==> src/rtl/instruction_fetch.sv <==
// Fetch front end: owns the PC, issues in-order word reads to instruction memory,
// buffers responses for decode and drops stale responses after a redirect.
module instruction_fetch #(
  parameter logic [31:0] RESET_PC = 32'h0000_0000,
  parameter int          DEPTH    = 2
) (
  input  logic        clk,
  input  logic        rst,
  output logic        imem_req_valid,
  input  logic        imem_req_ready,
  output logic [31:0] imem_req_addr,
  input  logic        imem_rsp_valid,
  input  logic [31:0] imem_rsp_data,
  input  logic        redirect_valid,
  input  logic [31:0] redirect_pc,
  output logic        instr_valid,
  input  logic        instr_ready,
  output logic [31:0] instr_out,
  output logic [31:0] instr_pc
);
  localparam int PW = $clog2(DEPTH);
  localparam int CW = PW + 1;

  typedef enum logic {S_FETCH = 1'b0, S_DRAIN = 1'b1} state_t;

  state_t        state_q, state_d;
  logic [31:0]   pc_q, pc_d;
  logic [CW-1:0] outst_q, outst_d;
  logic [CW-1:0] discard_q, discard_d;
  logic [CW-1:0] count_q, count_d;
  logic [PW-1:0] rd_ptr_q, rd_ptr_d, wr_ptr_q, wr_ptr_d;
  logic [PW-1:0] fq_rd_q, fq_rd_d, fq_wr_q, fq_wr_d;
  logic [31:0]   buf_data_q [DEPTH];
  logic [31:0]   buf_data_d [DEPTH];
  logic [31:0]   buf_pc_q   [DEPTH];
  logic [31:0]   buf_pc_d   [DEPTH];
  logic [31:0]   fq_pc_q    [DEPTH];
  logic [31:0]   fq_pc_d    [DEPTH];
  logic          boot_q, boot_d;
  logic [CW:0]   credit_used;
  logic [CW-1:0] new_discard;
  logic          req_fire, pop, rsp_take;
  logic          unused_pc_lsb;

  assign unused_pc_lsb = ^redirect_pc[1:0];

  // Credit counts registered occupancy only, so a same-cycle pop does not free a slot.
  assign credit_used    = {1'b0, outst_q} + {1'b0, count_q};
  assign imem_req_valid = !rst && !boot_q && (state_q == S_FETCH) && !redirect_valid
                          && (credit_used < (CW+1)'(DEPTH));
  assign imem_req_addr  = pc_q;
  assign req_fire       = imem_req_valid && imem_req_ready;

  assign instr_valid = !rst && (count_q != '0);
  assign instr_out   = instr_valid ? buf_data_q[rd_ptr_q] : '0;
  assign instr_pc    = instr_valid ? buf_pc_q[rd_ptr_q]   : '0;
  assign pop         = instr_valid && instr_ready;

  assign new_discard = outst_q - CW'(imem_rsp_valid);
  assign rsp_take    = imem_rsp_valid && (discard_q == '0);

  always_comb begin
    state_d    = state_q;
    pc_d       = pc_q;
    outst_d    = outst_q;
    discard_d  = discard_q;
    count_d    = count_q;
    rd_ptr_d   = rd_ptr_q;
    wr_ptr_d   = wr_ptr_q;
    fq_rd_d    = fq_rd_q;
    fq_wr_d    = fq_wr_q;
    buf_data_d = buf_data_q;
    buf_pc_d   = buf_pc_q;
    fq_pc_d    = fq_pc_q;
    boot_d     = 1'b0;

    if (redirect_valid) begin
      pc_d     = {redirect_pc[31:2], 2'b00};
      count_d  = '0;
      rd_ptr_d = '0;
      wr_ptr_d = '0;
      if (state_q == S_FETCH) begin
        fq_rd_d   = '0;
        fq_wr_d   = '0;
        discard_d = new_discard;
        outst_d   = new_discard;
        state_d   = (new_discard != '0) ? S_DRAIN : S_FETCH;
      end else if (imem_rsp_valid) begin
        discard_d = discard_q - CW'(1);
        outst_d   = outst_q - CW'(1);
        if (discard_q == CW'(1)) state_d = S_FETCH;
      end
    end else if (state_q == S_DRAIN) begin
      if (imem_rsp_valid) begin
        discard_d = discard_q - CW'(1);
        outst_d   = outst_q - CW'(1);
        if (discard_q == CW'(1)) state_d = S_FETCH;
      end
    end else begin
      if (req_fire) begin
        pc_d             = pc_q + 32'd4;
        fq_pc_d[fq_wr_q] = pc_q;
        fq_wr_d          = fq_wr_q + PW'(1);
      end
      if (rsp_take) begin
        buf_data_d[wr_ptr_q] = imem_rsp_data;
        buf_pc_d[wr_ptr_q]   = fq_pc_q[fq_rd_q];
        wr_ptr_d             = wr_ptr_q + PW'(1);
        fq_rd_d              = fq_rd_q + PW'(1);
      end
      if (pop) rd_ptr_d = rd_ptr_q + PW'(1);
      outst_d = outst_q + CW'(req_fire) - CW'(rsp_take);
      count_d = count_q + CW'(rsp_take) - CW'(pop);
    end
  end

  always_ff @(posedge clk) begin
    if (rst) begin
      state_q   <= S_FETCH;
      pc_q      <= RESET_PC;
      outst_q   <= '0;
      discard_q <= '0;
      count_q   <= '0;
      rd_ptr_q  <= '0;
      wr_ptr_q  <= '0;
      fq_rd_q   <= '0;
      fq_wr_q   <= '0;
      boot_q    <= 1'b1;
    end else begin
      state_q   <= state_d;
      pc_q      <= pc_d;
      outst_q   <= outst_d;
      discard_q <= discard_d;
      count_q   <= count_d;
      rd_ptr_q  <= rd_ptr_d;
      wr_ptr_q  <= wr_ptr_d;
      fq_rd_q   <= fq_rd_d;
      fq_wr_q   <= fq_wr_d;
      boot_q    <= boot_d;
    end
    buf_data_q <= buf_data_d;
    buf_pc_q   <= buf_pc_d;
    fq_pc_q    <= fq_pc_d;
  end

  a_no_spurious_rsp: assert property (@(posedge clk) disable iff (rst)
    !(imem_rsp_valid && (outst_q == '0)));

endmodule

==> config.mk <==
export PLATFORM = sky130hd
export DESIGN_NAME = instruction_fetch
export DESIGN_NICKNAME = d
export VERILOG_FILES = /design/src/rtl/instruction_fetch.sv
export SDC_FILE = /design/constraint.sdc
export NUM_CORES = 1
export LEC_CHECK = 0
export BUFFER_PORTS_ARGS = -buffer_cell sky130_fd_sc_hd__buf_2
export CORE_MARGIN = 5
export CORE_UTILIZATION = 45
export DETAILED_ROUTE_END_ITERATION = 10
export PLACE_DENSITY = 0.67
export RECOVER_POWER = 50
export SETUP_SLACK_MARGIN = 0.1
export SLEW_MARGIN = 20
export SYNTH_ARGS = -nofsm -noshare
export SYNTH_HDL_FRONTEND = slang
export SYNTH_SLANG_ARGS = --single-unit
==> constraint.sdc <==
create_clock -name clk -period 21.7 [get_ports clk]
set_input_delay 5.425 -clock clk [delete_from_list [all_inputs] [get_ports clk]]
set_output_delay 5.425 -clock clk [all_outputs]
set_load 0.05 [all_outputs]
==> flow_summary_export.csv, run 1 <==
group,metric,value,unit
status,status,"finished with violations",
status,violations,"capacitance limit, slew limit",
yosys,yosys.area.top_type,"edfxtp_1",
die,fp.dieH,153.9,um
clock_network,htree_levels,1,
worst_setup_path,rrSetupSlack,17.53,ns
clock_network,hold_buffers,0,
grt,grt_usage,15.88,%
timing,tightest_slew,3.606,ns
grt,grt_pass1_wl,30320,um
die,core.rowCount,52,
worst_setup_path,crit_chain,"clkbuf_1 -> inv_1 -> o21ai_0 -> buf_4 -> nor2_1 -> buf_2",
power_and_ir_drop,power_leakage,3.879,nW
worst_setup_path,worst-setup-path-type,"input pin to output pin",
yosys,yosysWarnings,0,
worst_setup_path,worst_path_largest_cell_delay,1.42,ns
detailed_routing,wl_per_cell,17.26,um
yosys,synth.avg_cell_area,13.97,um2
yosys,synth_top_area_share,59.31,%
detailed_routing,drt_iter0_markers,409,
yosys,synth_cells,667,
die,core_area,0.02030,mm2
power_and_ir_drop,power,963.4,uW
detailed_routing,first_pass_iters,4,
timing,drv_slew,120,
yosys,synth_flop_cell,"edfxtp_1",
flow_run,cap_violations,3,
grt,grt_max_degree,63,
worst_setup_path,crit_slowest_cell,"clkbuf_1",
worst_setup_path,cp.arrival,9.31,ns
place,hpwlAfterDp,12710,um
place,postPlaceCellArea,0.01038,mm2
grt,grt_pass1_vias,5544,
die,die_w,153.9,um
detailed_routing,drc,0,
detailed_routing,ant_nets,0,
layout,drive_gt1_share,21.88,%
detailed_routing,viasPerCell,5.146,
yosys,synthesis.area,0.009315,mm2
yosys,synth_cell_type_count,47,
clock_network,clk_pin_slew,0.06,ns
clock_network,cts_setup_buffers,0,
power_and_ir_drop,ir_worst_vdd,0.03871,mV
timing,min_period_over_period,67.89,%
timing,hold_viol_final,0,
timing,clock_skew,0.009418,ns
die,start_util,45.89,%
yosys,yosys-top-cells-area,"edfxtp_1, dfxtp_1, mux2i_1, nor2_1, mux2_2",
place,port_buffers,161,
layout,nets,904,
layout,fin_util,54.20,%
detailed_routing,finalWirelength,19200,um
yosys,async_flop_share,0,%
worst_setup_path,cp.required,16.27,ns
clock_network,clock-sinks,226,
grt,grt-ovfl-total,0,
timing,setup_viol,0,
yosys,synth_edf_count,184,
yosys,ys_seq_elements,226,
clock_network,clk_path_buf_depth,3,
place,routabilityCongestion,0.7692,
layout,syn_to_final_growth,18.11,%
clock_network,clk-insertion-delay-late,0.49,ns
die,ios,168,
layout,final_area,0.01100,mm2
worst_setup_path,worstSetupStartpointType,"input pin",
detailed_routing,routed-via-count,5722,
timing,relSlewSlack,-140.4,%
yosys,synth_sequential_area_ratio,68.34,%
die,dieArea,0.02368,mm2
hold_path,hold_path_class,"flip-flop to flip-flop",
timing,totalNegativeSetupSlack,0,ns
timing,rsz0062_at_grt,"false",
worst_setup_path,worst_setup_path_end_kind,"output pin",
clock_network,cts_buffers,23,
worst_setup_path,worst-path-max-fanout,51,
clock_network,cts_tree,"built",
clock_network,root_buffer,"clkbuf_16",
power_and_ir_drop,power.density,87.57,mW/mm2
timing,fin_crit,14.73,ns
clock_network,cts_resized,0,
timing,fmax,67.88,MHz
grt,antenna_found_initial,0,
final timing paths:
| kind | startpoint | depth (start not counted) | to |
|---|---|---|---|
| hold reg to reg | imem_req_addr[31] | 0 | fq_pc_q[31] |
| setup reg to reg | state_q | 3 | buf_pc_q[40] |
| hold / removal | imem_req_addr[31] | 0 | fq_pc_q[31] |
| setup / recovery | rst | 6 | instr_out[0] |
cell usage after synthesis, types with 2 or more instances:
cell type / number
xor2_1: 4
or3_1: 5
or4_1: 2
o22ai_1: 5
nor4_4: 2
o211ai_1: 2
nor3_2: 2
a211oi_1: 15
or2_2: 2
edfxtp_1: 184
and3_1: 5
clkbuf_1: 19
dfxtp_1: 42
buf_4: 4
a211oi_2: 2
buf_1: 13
a311oi_1: 3
nand4_1: 8
nor4_1: 6
xnor2_1: 22
inv_1: 16
a31oi_1: 7
nand2_1: 22
o211a_1: 2
mux2_2: 31
and2_1: 8
mux2i_1: 64
nor2_1: 97
o21a_1: 3
nand4_2: 3
o21ai_0: 9
ha_1: 8
buf_6: 2
nor3_1: 15
nand3_1: 12
a21oi_1: 10
cell type report:
| cell class | count | area [um2] |
|---|---|---|
| clock buffer | 33 | 675.6 |
| timing repair buffer | 169 | 800.8 |
| clock inverter | 8 | 43.79 |
| sequential | 226 | 6370 |
| fill | 1734 | 9298 |
| antenna | 1 | 2.502 |
| inverter | 16 | 60.06 |
| tap | 270 | 337.8 |
| multi-input combinational | 389 | 2711 |
through the flow:
stage / hold WS [ns] / worst slack, ns / std cells
2_1_floorplan: 0.5256 / 9.548 / 670
3_3_place_gp: 0.5143 / 8.519 / 1070
3_5_place_dp: 0.5137 / 8.535 / 1070
4_1_cts: 0.5255 / 8.536 / 1111
5_1_grt: 0.5436 / 6.525 / 1111
6_report: 0.5282 / 6.968 / 1112
kinds of logic (layout without fill, tap and decap cells):
family	after synthesis	in the layout	share of synthesized area, %
xor+xnor	26	26	2.445
simple gates	193	193	10.13
compound gates	62	62	4.580
other cells	1	5	0.04026
fa+ha+maj	9	9	1.290
flops	226	226	68.34
mux	95	95	10.62
buf+inv	55	226	2.552
critical path: cells and delay by family:
| family | cells | cell delay [ns] |
|---|---|---|
| simple gates | 1 | 0.14 |
| compound gates | 1 | 0.86 |
| buf+inv | 4 | 2.82 |
flip-flops by register name (all words and copies together), names as in the netlist:
signal         flops
wr_ptr_q           1
state_q            1
fq_wr_q            1
rd_ptr_q           1
imem_req_addr     30
buf_data_q        64
discard_q          2
buf_pc_q          60
outst_q            2
fq_rd_q            1
boot_q             1
fq_pc_q           60
count_q            2
where the power goes:
| group | leakage (nW) | internal, mW | switching, mW |
|---|---|---|---|
| clock | 0.359 | 0.217 | 0.151 |
| combinational | 1.49 | 0.0277 | 0.0641 |
| sequential | 2.03 | 0.489 | 0.0144 |
| total | 3.88 | 0.733 | 0.230 |
layout by cell type (no fill, tap or decap), types with 6 or more instances in the layout:
| cell | n |
|---|---|
| a211oi_1 | 15 |
| a21oi_1 | 10 |
| a31oi_1 | 7 |
| and2_1 | 8 |
| buf_2 | 115 |
| buf_4 | 6 |
| clkbuf_1 | 54 |
| clkbuf_16 | 25 |
| dfxtp_1 | 41 |
| edfxtp_1 | 184 |
| ha_1 | 8 |
| inv_1 | 16 |
| mux2_1 | 17 |
| mux2_2 | 14 |
| mux2i_1 | 64 |
| nand2_1 | 22 |
| nand3_1 | 12 |
| nand4_1 | 8 |
| nor2_1 | 96 |
| nor3_1 | 15 |
| nor4_1 | 7 |
| o21ai_0 | 9 |
| xnor2_1 | 22 |
layer usage:
| layer | wire, um | global-route usage [%] | vias up |
|---|---|---|---|
| met5 | 0 | 0 | - |
| met4 | 305 | 3.701 | 0 |
| met3 | 1036 | 2.726 | 22 |
| met2 | 9267 | 26.70 | 172 |
| met1 | 8588 | 21.74 | 2743 |
| li1 | - | - | 2785 |
(Power assumes the default switching activity.)
==> run 2, diff against run 1 <==
- PLACE_DENSITY: 0.67 -> 0.69
- clock period: 21.7 -> 12.8 ns (I/O delays scaled with it)
==> flow_summary_export.csv, run 2 (same netlist as run 1, synthesis figures left out) <==
group,metric,value,unit
timing,setup_viol,0,
layout,syn_to_final_growth,19.18,%
grt,grt_max_degree,63,
layout,reg_top3,"buf_data_q x64, buf_pc_q x60, fq_pc_q x60",
layout,diodes,0,
timing,relSlewSlack,-147.3,%
layout,largest_reg_flops,64,
detailed_routing,routed-via-count,5758,
detailed_routing,viasPerCell,5.173,
layout,fillers,1751,
grt,antenna_found_initial,0,
clock_network,root_buffer,"clkbuf_16",
clock_network,clock-sinks,226,
power_and_ir_drop,power,1.717,mW
grt,grt_usage,16.09,%
clock_network,clk-insertion-delay-late,0.51,ns
detailed_routing,first_pass_iters,4,
layout,final_cells,1113,
power_and_ir_drop,ir_worst_vdd,0.08203,mV
timing,rsz0062_at_grt,"false",
place,hpwlAfterDp,12790,um
hold_path,worstHoldStart,"imem_req_addr[16]",
timing,min_period_over_period,79.48,%
die,die_w,153.9,um
timing,totalNegativeSetupSlack,0,ns
grt,grt_pass1_wl,30680,um
detailed_routing,finalWirelength,19390,um
place,routabilityCongestion,0.7674,
power_and_ir_drop,power.density,154.7,mW/mm2
layout,drive_gt1_share,22.42,%
detailed_routing,drt_iter0_markers,368,
worst_setup_path,crit_start,"rst",
die,ios,168,
worst_setup_path,worst-setup-path-type,"input pin to output pin",
layout,final_common_cell,"edfxtp_1",
worst_setup_path,worst-path-max-fanout,51,
layout,mostFrequentLayoutCells,"edfxtp_1, buf_2, nor2_1",
grt,grt-ovfl-total,0,
timing,drv_slew,120,
timing,clock_skew,0.01294,ns
layout,largest-register,"buf_data_q",
die,dieArea,0.02368,mm2
timing,fmax,98.29,MHz
clock_network,clk_path_buf_depth,3,
status,status,"finished with violations",
clock_network,htree_levels,1,
die,start_util,45.89,%
detailed_routing,wl_per_cell,17.42,um
flow_run,cap_violations,4,
timing,fin_crit,10.17,ns
worst_setup_path,cp.required,9.60,ns
power_and_ir_drop,power_leakage,3.933,nW
worst_setup_path,worstSetupStartpointType,"input pin",
clock_network,clk_pin_slew,0.06,ns
hold_path,hold_path_class,"flip-flop to flip-flop",
status,violations,"capacitance limit, slew limit",
place,port_buffers,161,
clock_network,cts_tree,"built",
place,placed_cells,1070,
die,core.rowCount,52,
hold_path,whs_path_depth,0,
layout,seq_area,0.006370,mm2
clock_network,cts_resized,0,
grt,grt_pass1_vias,5566,
clock_network,cts_buffers,24,
layout,nets,905,
die,fp.dieH,153.9,um
detailed_routing,ant_nets,0,
worst_setup_path,reg2reg_depth,3,
die,core_area,0.02030,mm2
worst_setup_path,rr_startpoint,"state_q",
timing,tightest_slew,3.710,ns
worst_setup_path,worst_setup_path_end_kind,"output pin",
layout,fin_util,54.69,%
timing,hold_viol_final,0,
clock_network,hold_buffers,0,
worst_setup_path,cp.arrival,6.97,ns
clock_network,cts_setup_buffers,0,
layout,multi_input_area,0.002710,mm2
detailed_routing,drc,0,
[run 2: changes by cell type in the layout (fill, tap and decap cells not counted), sizes merged]
cell,change
diode,-1
clkbuf,-8
bufinv,+4
clkinvlp,+1
clkinv,+1
buf,+4
[run 2: path summary, 6_finish.rpt]
check / slack [ns] / end
worst max-delay path: 2.63 / instr_out[1]
worst min-delay path: 0.54 / fq_pc_q[48]
worst max register to register: 8.57 / buf_pc_q[57]
worst min register to register: 0.54 / fq_pc_q[48]
[run 2: report_power, final]
group,internal (mW),total (mW),leakage [nW],switching [mW]
registers,0.829,0.853,2.03,0.0243
logic,0.0472,0.157,1.51,0.110
clock network,0.437,0.707,0.401,0.269
[run 2: critical path: stages]
cell      delay [ns]
clkbuf_1        1.37
inv_1           0.49
o21ai_0         0.83
buf_4           0.66
nor2_1          0.13
buf_2           0.24
[run 2: per-layer routing]
layer  track usage, %  routed length (um)
met1            22.76                8574
met5                0                   0
met2            25.84                9164
met3            2.839                1234
met4            4.458                 412
[run 2: cell type report]
class                   instances  area share, %
clock buffers                  29          5.770
clock inverters                14          1.600
inverters                      16         0.5410
multi-input cells             389          24.41
flip-flops and latches        226          57.38
well taps                     270          3.043
repair buffers                169          7.258
[run 2: metrics by stage]
step / cell area (um2) / hold WS [ns] / setup WS (ns)
3_3_place_gp: 10380 / 0.5250 / 4.149
5_1_grt: 11100 / 0.5591 / 2.220
6_report: 11100 / 0.5426 / 2.626
4_1_cts: 11190 / 0.5505 / 4.119
2_1_floorplan: 9326 / 0.5256 / 4.348
3_5_place_dp: 10380 / 0.5379 / 4.103
==> run 3, diff against run 2 <==
- ABC_AREA: unset -> 1
- PLACE_DENSITY: 0.69 -> 0.66
- clock period: 12.8 -> 10 ns (I/O delays scaled with it)
==> flow_summary_export.csv, run 3 <==
group,metric,value,unit
timing,fin_crit,8.025,ns
detailed_routing,routed-via-count,7141,
clock_network,root_buffer,"clkbuf_16",
layout,largest_reg_flops,64,
die,core_area,0.02189,mm2
layout,multi_input_area,0.003025,mm2
timing,tightest_slew,1.840,ns
place,port_buffers,161,
yosys,synthAdderAreaFrac,1.194,%
place,hpwlAfterDp,14380,um
detailed_routing,ant_nets,0,
worst_setup_path,worstSetupStartpointType,"input pin",
detailed_routing,drc,0,
worst_setup_path,cp_top_family,"buffers and inverters",
clock_network,cts_setup_buffers,0,
die,start_util,45.95,%
worst_setup_path,crit_chain,"clkbuf_1 -> inv_1 -> o21ai_0 -> inv_2 -> buf_4 -> nand2_1 -> inv_1 -> buf_2",
die,core.rowCount,54,
die,ios,168,
die,die_w,159.5,um
layout,final_common_cell,"nand2_1",
clock_network,cts_resized,0,
grt,grt_usage,17.17,%
power_and_ir_drop,power_leakage,5.127,nW
place,postPlaceCellArea,0.01105,mm2
clock_network,htree_levels,1,
timing,timing.hold.ws,0.5159,ns
grt,grt-ovfl-total,0,
layout,largest-register,"buf_data_q",
yosys,synth_top_family_by_area,"simple AND/OR/NAND/NOR gates",
layout,drive_gt1_share,15.83,%
power_and_ir_drop,power.density,181.9,mW/mm2
yosys,yosys.area.top_type,"edfxtp_1",
yosys,synth_compound_area_share,3.284,%
clock_network,cts_buffers,25,
worst_setup_path,critPathBufInv,6,
detailed_routing,wl_per_cell,15.15,um
power_and_ir_drop,switchingPower,539.9,uW
worst_setup_path,worst-setup-path-type,"input pin to output pin",
grt,grt_pass1_vias,6802,
status,violations,"capacitance limit, slew limit",
hold_path,hold_path_class,"flip-flop to flip-flop",
worst_setup_path,worst_setup_path_end_kind,"output pin",
detailed_routing,viasPerCell,4.845,
power_and_ir_drop,ir_worst_vdd,0.1138,mV
layout,mostFrequentLayoutCells,"nand2_1, edfxtp_1, buf_2",
yosys,yosysMostFrequentCell,"nand2_1",
timing,relSlewSlack,-22.66,%
yosys,synth.avg_cell_area,9.832,um2
timing,setup_viol,0,
yosys,synth-simple-area-share,21.52,%
yosys,yosysWarnings,0,
yosys,async_flop_share,0,%
power_and_ir_drop,p_sw_share,25.38,%
grt,grt_pass1_wl,35930,um
yosys,synth_flop_cell,"edfxtp_1",
yosys,muxShareOfSynthArea,3.359,%
die,dieArea,0.02544,mm2
yosys,synth_cell_type_count,40,
layout,fin_util,53.42,%
power_and_ir_drop,p_seq_share,51.5,%
grt,grt_max_degree,64,
flow_run,cap_violations,3,
clock_network,clk_path_buf_depth,3,
timing,setup_ws,1.975,ns
detailed_routing,drt_iter0_markers,512,
power_and_ir_drop,p_clk_share,38.0,%
place,routabilityCongestion,0.8295,
worst_setup_path,cp.required,7.50,ns
yosys,yosys-top-cells-area,"edfxtp_1, nand2_1, dfxtp_1, inv_1, mux2_2",
yosys,synth_cells,1023,
layout,reg_top3,"buf_data_q x64, buf_pc_q x60, fq_pc_q x60",
clock_network,hold_buffers,0,
layout,syn_to_final_growth,16.27,%
yosys,synth_sequential_area_ratio,63.29,%
detailed_routing,finalWirelength,22330,um
yosys,synth_top_area_share,54.93,%
layout,nets,1255,
worst_setup_path,crit_slowest_cell,"clkbuf_1",
worst_setup_path,cp.arrival,5.52,ns
detailed_routing,first_pass_iters,6,
timing,min_period_over_period,80.25,%
clock_network,cts_tree,"built",
power_and_ir_drop,comb_power_share,10.5,%
timing,totalNegativeSetupSlack,0,ns
yosys,ys_seq_elements,226,
clock_network,clk-insertion-delay-late,0.51,ns
timing,clock_skew,0.01533,ns
layout,diodes,0,
clock_network,clk_pin_slew,0.06,ns
worst_setup_path,worst-path-max-fanout,56,
die,fp.dieH,159.5,um
worst_setup_path,worst_path_largest_cell_delay,1.05,ns
yosys,ys_top_cells_by_count,"nand2_1, edfxtp_1, inv_1",
timing,drv_slew,92,
yosys,synth_xor_area_share,0.5225,%
grt,antenna_found_initial,0,
yosys,synth_edf_count,184,
status,status,"finished with violations",
timing,fmax,124.6,MHz
timing,rsz0062_at_grt,"false",
layout,seq_area,0.006367,mm2
clock_network,clock-sinks,226,
worst_setup_path,cp_common_cell,"inv_1",
timing,hold_viol_final,0,
power_and_ir_drop,p_int,1.587,mW
layout,fillers,1998,
yosys,synthesis.area,0.01006,mm2
place,post-place-ws,2.630,ns
layout,final_area,0.01170,mm2
run 3: cell count changes in the layout (fill, tap and decap cells not counted), sizes merged, moves of 14 or more:
cell / delta
a211oi: -14
inv: +99
xnor2: -17
mux2i: -64
nor2: -20
nand3: +32
nand2: +374
run 3: routing by layer:
layer / routed length [um] / part of all wire [%] / global-route usage (%) / vias up
met5: 0 / 0 / 0 / -
met4: 482 / 2.2 / 4.343 / 0
met3: 1421 / 6.4 / 3.184 / 34
met2: 10290 / 46 / 27.89 / 210
met1: 10140 / 45 / 23.98 / 3291
li1: - / - / - / 3606
run 3: area by class of cell:
class	instances	share of cell area [%]
Clock inverter	12	0.5670
Multi-Input combinational cell	639	25.87
Inverter	116	3.723
Sequential cell	226	54.45
Timing Repair Buffer	168	6.794
Clock buffer	33	5.606
Tap cell	280	2.996
run 3: power by group through the flow:
stage | Clock (mW) | Combinational (mW) | Sequential (mW)
after global routing | 0.868 | 0.248 | 1.10
after detailed placement | 0 | 0.231 | 1.12
after CTS | 0.828 | 0.232 | 1.10
final | 0.807 | 0.224 | 1.10
after global placement | 0 | 0.228 | 1.11
after floorplan | 0 | 0.156 | 1.13
run 3: cells by family after synthesis:
| logic type | after synthesis |
|---|---|
| xor+xnor | 6 |
| compound gates | 59 |
| buf+inv | 161 |
| flops | 226 |
| fa+ha+maj | 9 |
| simple gates | 531 |
| mux | 30 |
| other cells | 1 |
run 3: final timing paths:
check,end,from,cells after the start,slack [ns]
worst min register to register,count_q[0],count_q[0],2,0.52
worst min-delay path,count_q[0],count_q[0],2,0.52
worst max register to register,fq_pc_q[14],count_q[0],7,5.89
worst max-delay path,instr_pc[19],rst,8,1.98
run 3: stage by stage:
stage,std cells,total power [mW]
after global placement,1429,1.342
after global routing,1474,2.218
after detailed placement,1429,1.347
final,1474,2.127
after floorplan,1026,1.283
after CTS,1474,2.157
run 3: worst register-to-register path: stages, from the launching register on:
cell and delay [ns]:
dfxtp_1 0.39, nand2_1 0.07, inv_1 0.06, fa_1 0.40
nor2_1 0.14, nand4_1 0.95, nor2_2 0.33, clkbuf_1 1.35
